### config.mk
export PLATFORM = sky130hd
export DESIGN_NAME = fir_mc_serial
export DESIGN_NICKNAME = d
export VERILOG_FILES = /design/src/rtl/fir_mc_serial.sv
export SDC_FILE = /design/constraint.sdc
export NUM_CORES = 2
export LEC_CHECK = 0
export CAP_MARGIN = 20
export CORE_UTILIZATION = 40
export CTS_CLUSTER_DIAMETER = 150
export DETAILED_ROUTE_END_ITERATION = 10
export SLEW_MARGIN = 10
export SYNTH_ARGS = -nofsm -noshare
export SYNTH_HDL_FRONTEND = slang
export SYNTH_SLANG_ARGS = --single-unit
### constraint.sdc
create_clock -name clk -period 9.9 [get_ports clk]
set_input_delay 1.485 -clock clk [delete_from_list [all_inputs] [get_ports clk]]
set_output_delay 1.485 -clock clk [all_outputs]
set_load 0.05 [all_outputs]
### src/rtl/fir_mc_serial.sv
// Multichannel time-multiplexed FIR filter with one serial MAC (one product per clock).
// Optional macro FIR_SAT_EN: round half-up, shift right by OUT_SHIFT, saturate output to DATA_W bits.
module fir_mc_serial #(
  parameter int DATA_W    = 16,
  parameter int COEF_W    = 16,
  parameter int TAPS      = 16,
  parameter int CHANNELS  = 2,
  parameter int OUT_SHIFT = 15,
  localparam int ACC_W    = DATA_W + COEF_W + $clog2(TAPS),
  localparam int CH_W     = (CHANNELS > 1) ? $clog2(CHANNELS) : 1,
  localparam int A_W      = $clog2(TAPS),
`ifdef FIR_SAT_EN
  localparam int OUT_W    = DATA_W
`else
  localparam int OUT_W    = ACC_W
`endif
) (
  input  logic              clk,
  input  logic              rst,
  input  logic              s_axis_data_tvalid,
  output logic              s_axis_data_tready,
  input  logic [DATA_W-1:0] s_axis_data_tdata,
  input  logic [CH_W-1:0]   s_axis_data_tuser,
  output logic              m_axis_data_tvalid,
  input  logic              m_axis_data_tready,
  output logic [OUT_W-1:0]  m_axis_data_tdata,
  output logic [CH_W-1:0]   m_axis_data_tuser,
  input  logic              coef_we,
  input  logic [A_W-1:0]    coef_addr,
  input  logic [COEF_W-1:0] coef_wdata,
  output logic              busy,
  output logic [1:0]        dbg_state_o
);

  // Handshakes: a beat transfers on a rising edge where valid and ready are both high; a source
  // holds valid and its payload unchanged until that edge, and valid never waits on ready.
  localparam logic [1:0] S_IDLE = 2'd0;
  localparam logic [1:0] S_MAC  = 2'd1;
  localparam logic [1:0] S_OUT  = 2'd2;
  localparam int DL_N = CHANNELS * TAPS;
  localparam int DL_W = (DL_N > 1) ? $clog2(DL_N) : 1;

  logic [1:0]               state_q, state_d;
  logic signed [DATA_W-1:0] dl_q [DL_N];
  logic [A_W-1:0]           wp_q [CHANNELS];
  logic signed [COEF_W-1:0] coef_q [TAPS];
  logic signed [ACC_W-1:0]  acc_q, acc_d;
  logic [A_W-1:0]           k_q, k_d, rd_q, rd_d;
  logic [CH_W-1:0]          ch_q, ch_d;

  logic                     in_fire, ch_ok, coef_ok, last_tap;
  logic [A_W-1:0]           wp_cur;
  logic [DL_W-1:0]          wr_idx, rd_idx;
  logic signed [ACC_W-1:0]  prod;

  assign in_fire  = (state_q == S_IDLE) && s_axis_data_tvalid;
  assign ch_ok    = {1'b0, s_axis_data_tuser} < (CH_W+1)'(CHANNELS);
  assign coef_ok  = (state_q == S_IDLE) && coef_we && ({1'b0, coef_addr} < (A_W+1)'(TAPS));
  assign last_tap = (k_q == A_W'(TAPS - 1));
  assign wp_cur   = wp_q[s_axis_data_tuser];
  assign wr_idx   = DL_W'(s_axis_data_tuser) * DL_W'(TAPS) + DL_W'(wp_cur);
  // rd_q walks backwards from the newest sample, so tap k sees x[n-k].
  assign rd_idx   = DL_W'(ch_q) * DL_W'(TAPS) + DL_W'(rd_q);
  assign prod     = ACC_W'(coef_q[k_q]) * ACC_W'(dl_q[rd_idx]);

  always_comb begin
    state_d = state_q;
    acc_d   = acc_q;
    k_d     = k_q;
    rd_d    = rd_q;
    ch_d    = ch_q;
    case (state_q)
      S_IDLE: begin
        if (in_fire && ch_ok) begin
          state_d = S_MAC;
          acc_d   = '0;
          k_d     = '0;
          rd_d    = wp_cur;
          ch_d    = s_axis_data_tuser;
        end
      end
      S_MAC: begin
        acc_d = acc_q + prod;
        k_d   = k_q + A_W'(1);
        rd_d  = (rd_q == '0) ? A_W'(TAPS - 1) : rd_q - A_W'(1);
        if (last_tap) state_d = S_OUT;
      end
      S_OUT: begin
        if (m_axis_data_tready) state_d = S_IDLE;
      end
      default: state_d = S_IDLE;
    endcase
  end

  always_ff @(posedge clk) begin
    if (rst) begin
      state_q <= S_IDLE;
      acc_q   <= '0;
      k_q     <= '0;
      rd_q    <= '0;
      ch_q    <= '0;
      for (int i = 0; i < DL_N; i++) dl_q[i] <= '0;
      for (int c = 0; c < CHANNELS; c++) wp_q[c] <= '0;
      for (int t = 0; t < TAPS; t++) coef_q[t] <= '0;
    end else begin
      state_q <= state_d;
      acc_q   <= acc_d;
      k_q     <= k_d;
      rd_q    <= rd_d;
      ch_q    <= ch_d;
      if (in_fire && ch_ok) begin
        dl_q[wr_idx]            <= s_axis_data_tdata;
        wp_q[s_axis_data_tuser] <= (wp_cur == A_W'(TAPS - 1)) ? '0 : wp_cur + A_W'(1);
      end
      if (coef_ok) coef_q[coef_addr] <= coef_wdata;
    end
  end

  assign s_axis_data_tready = (state_q == S_IDLE);
  assign m_axis_data_tvalid = (state_q == S_OUT);
  assign m_axis_data_tuser  = ch_q;
  assign busy               = (state_q != S_IDLE);
  assign dbg_state_o        = state_q;

`ifdef FIR_SAT_EN
  localparam logic signed [ACC_W:0] HALF = {{ACC_W{1'b0}}, 1'b1} << (OUT_SHIFT - 1);
  logic signed [ACC_W:0] rnd_sum, rnd_sh;
  logic                  fits;
  assign rnd_sum = {acc_q[ACC_W-1], acc_q} + HALF;
  assign rnd_sh  = rnd_sum >>> OUT_SHIFT;
  // In range when every bit above the DATA_W sign bit matches it.
  assign fits    = (rnd_sh[ACC_W:DATA_W-1] == '0) || (&rnd_sh[ACC_W:DATA_W-1]);
  assign m_axis_data_tdata = fits ? rnd_sh[DATA_W-1:0] :
                             (rnd_sh[ACC_W] ? {1'b1, {(DATA_W-1){1'b0}}} : {1'b0, {(DATA_W-1){1'b1}}});
`else
  assign m_axis_data_tdata = acc_q;
`endif

endmodule

======== Word level (Yosys, flattened, before mapping) ========
Memories as Yosys holds them, arrays and structs flattened. A register that Yosys moved wholly into a read port is not among the register bits.
Index checks and enable logic that the tools add are counted.
word-level totals
  register bits ........................... 47
  memory bits (writable) .................. 776
  input bits .............................. 42
  output and inout bits ................... 42
  word-level logic and storage cells ...... 65
  memories kept ........................... 3
memories
  memory  depth  bits a word  read ports  clocked after memory_dff  write ports  line  source
  dl_q    32     16           1           0                         32           44    logic signed [DATA_W-1:0] dl_q [DL_N];
  coef_q  16     16           1           1                         16           46    logic signed [COEF_W-1:0] coef_q [TAPS];
  wp_q    2      4            1           0                         2            45    logic [A_W-1:0] wp_q [CHANNELS];
operators by class
  add/sub/neg operators ................... 6
  $mul .................................... 1
  equality and inequality tests ........... 7
  muxes and demuxes ....................... 31
  reductions and logical operators ........ 12
operator list
  cell                                               count
  case mux 36 bit (2 select lines)                   1
  adder 36 x 32 -> 36 bit                            1
  2-to-1 mux 36 bit                                  1
  multiplier 16 x 16 -> 32 bit                       1
  2-to-1 mux 16 bit                                  2
  2-to-1 mux 4 bit                                   8
  OR reduction 16 bit                                2
  case mux 4 bit (2 select lines)                    2
  2-to-1 mux 1 bit                                   12
  adder 5 x 4 -> 5 bit                               2
  adder 4 x 1 -> 4 bit (second input constant)       2
  == test 4 bit (second input constant)              2
  2-to-1 mux 2 bit                                   3
  case mux 2 bit (3 select lines)                    1
  2-to-1 mux 5 bit                                   1
  logical NOT 4 bit                                  1
  != test 2 x 1 -> 1 bit (second input constant)     2
  AND reduction 2 bit                                2
  nonzero test 2 bit                                 2
  OR reduction 4 bit                                 1
  subtractor 4 x 1 -> 4 bit (second input constant)  1
  AND reduction 3 bit                                1
  == test 2 x 1 -> 1 bit (second input constant)     1
  == test 2 bit (second input constant)              1
  other kinds (3)                                    4

======== Logic depth before layout (Yosys ltp) ========
  depth in word-level cells ............... 7
  mapped depth ............................ 31
  depth with buffers taken out ............ 27

======== Least setup slack after synthesis ========
OpenSTA, ideal clock, no wires.
  kind .................................... register to register
  from .................................... register rd_q[1]
  to ...................................... register acc_q[32] (netlist: m_axis_data_tdata[32])
  setup time .............................. 117 ps
  data arrival time ....................... 7687 ps
  required time ........................... 9783 ps
  setup slack ............................. 2096 ps
  cell stages (with the launch flop) ...... 29
  path buffers ............................ 4
  period minus slack after synthesis ...... 7804 ps
  cell sequence ........................... dfxtp_1 > buf_2 > buf_2 > buf_1 > mux4_2 > mux4_2 > mux2i_4 > buf_2 > nor2_1 > fa_1 > inv_1 > fa_1 > fa_1 > inv_1 > fa_1 > fa_1 > inv_1 > fa_1 > inv_1 > ha_1 > a211oi_1 > nor2_1 > or4_1 > a211oi_2 > o22ai_1 > o41ai_2 > o21bai_1 > xor2_1 > a22o_1
on the way
  longest elaborated chain between the ends .. 5
ends and longest elaborated chain
  what                              line  source
  from (decl)                       48    logic [A_W-1:0] k_q, k_d, rd_q, rd_d;
  from (signal assigned)            109   rd_q <= rd_d;
  adder 5 x 4 -> 5 bit              63    assign rd_idx = DL_W'(ch_q) * DL_W'(TAPS) + DL_W'(rd_q);
  memory (32 x 16 bit)              n/a
  multiplier 16 x 16 -> 32 bit      64    assign prod = ACC_W'(coef_q[k_q]) * ACC_W'(dl_q[rd_idx]);
  adder 36 x 32 -> 36 bit           83    acc_d = acc_q + prod;
  case mux 36 bit (2 select lines)  72    case (state_q)
  to (signal assigned)              98    acc_q <= '0;
  to (signal assigned)              107   acc_q <= acc_d;
  to (decl)                         47    logic signed [ACC_W-1:0] acc_q, acc_d;
Every way passes these cells.
A chain may end at the register's enable or synchronous reset.

======== Final worst setup path ========
  from .................................... register rd_q[0]
  to ...................................... register acc_q[35] (netlist: m_axis_data_tdata[35])
Same word-level chain as after synthesis.

==> impl_metrics.json <==
{
  "root_buffer": "clkbuf_16",
  "routed_via_density": 5.24,
  "async_reset_ff_share_pct": 0,
  "hold_viol": 0,
  "synth_nets": 4110,
  "path_clk_slew_ns": 0.06,
  "fmax_ghz": 0.112,
  "hpwl_um": 85100,
  "cts_tree": "yes",
  "synth_ff_type": "edfxtp_1",
  "placeableCoreArea_mm2": 0.120,
  "whs_path_depth": 2,
  "min_from": "m_axis_data_tdata[5]",
  "holdPathEnd": "m_axis_data_tdata[5]",
  "wl_um": 125000,
  "outcome": "finished, final reports clean",
  "row_count": 127,
  "wl_per_cell_um": 23.2,
  "worstPathArrival_ns": 9.54,
  "required_ns": 10.47,
  "drv_slew": 0,
  "first_pass_iters": 5,
  "setup_viol_count_final": 0,
  "cts_buffers": 92,
  "cp-start-kind": "flip-flop",
  "die_x_um": 351,
  "fin_worst_skew_ns": 0.0333,
  "reg2reg_depth": 26,
  "yosysMostFrequentCell": "edfxtp_1",
  "drc": 0,
  "avgSynthCellArea_um2": 13.4,
  "grt_overflow_total": 0,
  "final_antenna_net_count": 0,
  "rsz0062_at_grt": "no",
  "cts.sinks": 827,
  "gp_congestion": 0.857,
  "critical_path_class": "flip-flop to flip-flop",
  "die_area_mm2": 0.123,
  "cts-resized-gates": 0,
  "synthDistinctLibCells": 61,
  "tightest_slew_ns": 1.14,
  "insertion_delay_ns": 0.69,
  "syn_to_final_growth_pct": 11.3,
  "worst-path-max-fanout": 43,
  "worst_slew_margin_rel_pct": 23.7,
  "fin_crit_sh_pct": 90.6,
  "syn_inst": 3640,
  "initialDrtViolationCount": 2442,
  "grt_pass1_vias": 29500,
  "start_util_pct": 40.5,
  "synth_edf_count": 776,
  "ys_seq_area_share_pct": 49.9,
  "drive_above_1_share_pct": 14.5,
  "min_period_ns": 8.97,
  "synth-warning-count": 0,
  "maxCapViolCount": 0,
  "ff2ff_setup_slack_ns": 0.93,
  "synth_area_leader_cell": "edfxtp_1",
  "htreeDepth": 3,
  "setup_tns_ns": 0,
  "postCtsHoldBufs": 0,
  "r2r_start": "rd_q[0]",
  "portBuffers": 83,
  "synth_area_mm2": 0.0488,
  "synth_seq_cells": 827,
  "cts_setup_buffers": 0,
  "grt_max_degree": 59,
  "end_kind": "flip-flop",
  "ys_top_cells_by_area": "edfxtp_1 48%, fa_1 13%, mux4_2 10%",
  "yosysTopAreaCellShare_pct": 47.8,
  "io_pins": 84,
  "antenna_found_initial": 6,
  "nNetsFinal": 4173,
  "die_y_um": 351,
  "synthTopCellsByCount": "776 x edfxtp_1, 775 x and2_1, 383 x inv_1",
  "clock_path_buffers": 3,
  "grtUsageTotal_pct": 20.8,
  "timing.rr.end": "m_axis_data_tdata[35]",
  "via_count": 28200,
  "hp-class": "flip-flop to flip-flop",
  "grt_pass1_wl_um": 191000
}
## cells by family after synthesis
kind of cell	share of synthesized area [%]
buffers and inverters	4.91
adder cells (fa/ha/maj)	15.8
AND/OR/NAND/NOR	14.9
AO/OA/AOI/OAI	2.29
XOR/XNOR	0.664
flip-flops	49.9
multiplexers	11.6
## cell usage in the layout (no fill, tap or decap), drive strengths merged, types with 30 or more instances in the layout
master and n:
a21oi 40, and2 775, buf 109, clkbuf 120, clkdlybuf4s50 80, dfxtp 51, edfxtp 776, fa 314
ha 114, inv 390, mux2i 32, mux4 222, nand2 124, nand2b 30, nor2 218, nor2b 43
o21ai 33, or2 54
## state kept, by name (all words and copies together) (netlist names), named ones only
register	count
rd_q	4
m_axis_data_tuser	1
dl_q	512
wp_q	8
m_axis_data_tdata	36
k_q	4
dbg_state_o	2
coef_q	256
## critical path: stages, from the launching register on
cell      delay, ns
dfxtp_4        0.92
buf_4          0.35
mux4_2         0.60
mux4_2         0.59
mux2i_4        0.37
buf_4          0.26
nor2_1         0.08
fa_1           0.52
inv_1          0.06
fa_1           0.47
fa_1           0.51
inv_1          0.05
fa_1           0.51
fa_1           0.49
inv_1          0.04
fa_1           0.47
inv_1          0.04
ha_1           0.36
a211oi_1       0.10
o21ai_0        0.45
nand3_1        0.22
a311o_1        0.40
a31oi_1        0.31
a221o_1        0.22
a21oi_1        0.08
xnor2_1        0.12
a22o_1         0.19
## through the flow
stage | hold WS, ns | util, % | worst slack [ns] | area (um^2) | instances
2_1_floorplan | 0.479 | - | 2.10 | 48800 | 3640
3_3_place_gp | 0.505 | 42.8 | 0.974 | 51500 | 5219
3_5_place_dp | 0.498 | 42.8 | 0.920 | 51600 | 5220
4_1_cts | 0.512 | 45.1 | 0.920 | 54300 | 5377
5_1_grt | 0.542 | 45.1 | 0.513 | 54300 | 5378
6_report | 0.516 | 45.1 | 0.932 | 54300 | 5379
## how the worst max path moves through the flow
stage	start	endpoint	slack (ns)	cells past startpoint
floorplan	rd_q[1]	m_axis_data_tdata[32]	2.10	28
global placement	rd_q[0]	m_axis_data_tdata[24]	0.97	25
detailed placement	rd_q[0]	m_axis_data_tdata[32]	0.92	26
CTS	rd_q[0]	m_axis_data_tdata[35]	0.92	26
global route	rd_q[0]	m_axis_data_tdata[35]	0.51	26
finish	rd_q[0]	m_axis_data_tdata[35]	0.93	26
## area by class of cell
class	count	area (um^2)
Clock buffer	120	2440
Inverter	383	1440
Sequential cell	827	24300
Antenna cell	1	2.50
Clock inverter	37	287
Timing Repair Buffer	189	1700
Fill cell	10800	66100
Tap cell	1612	2020
Multi-Input combinational cell	2210	22100
## layer usage
layer | GRT usage (%) | wire, um | up-vias
met5 | 0 | 62 | -
li1 | - | - | 12500
met3 | 3.06 | 7620 | 166
met1 | 29.9 | 56500 | 14700
met2 | 32.9 | 57800 | 810
met4 | 5.90 | 3020 | 10
Power is not shown: default switching activity piles up to over one toggle a cycle in this logic, so the estimate is an artifact.
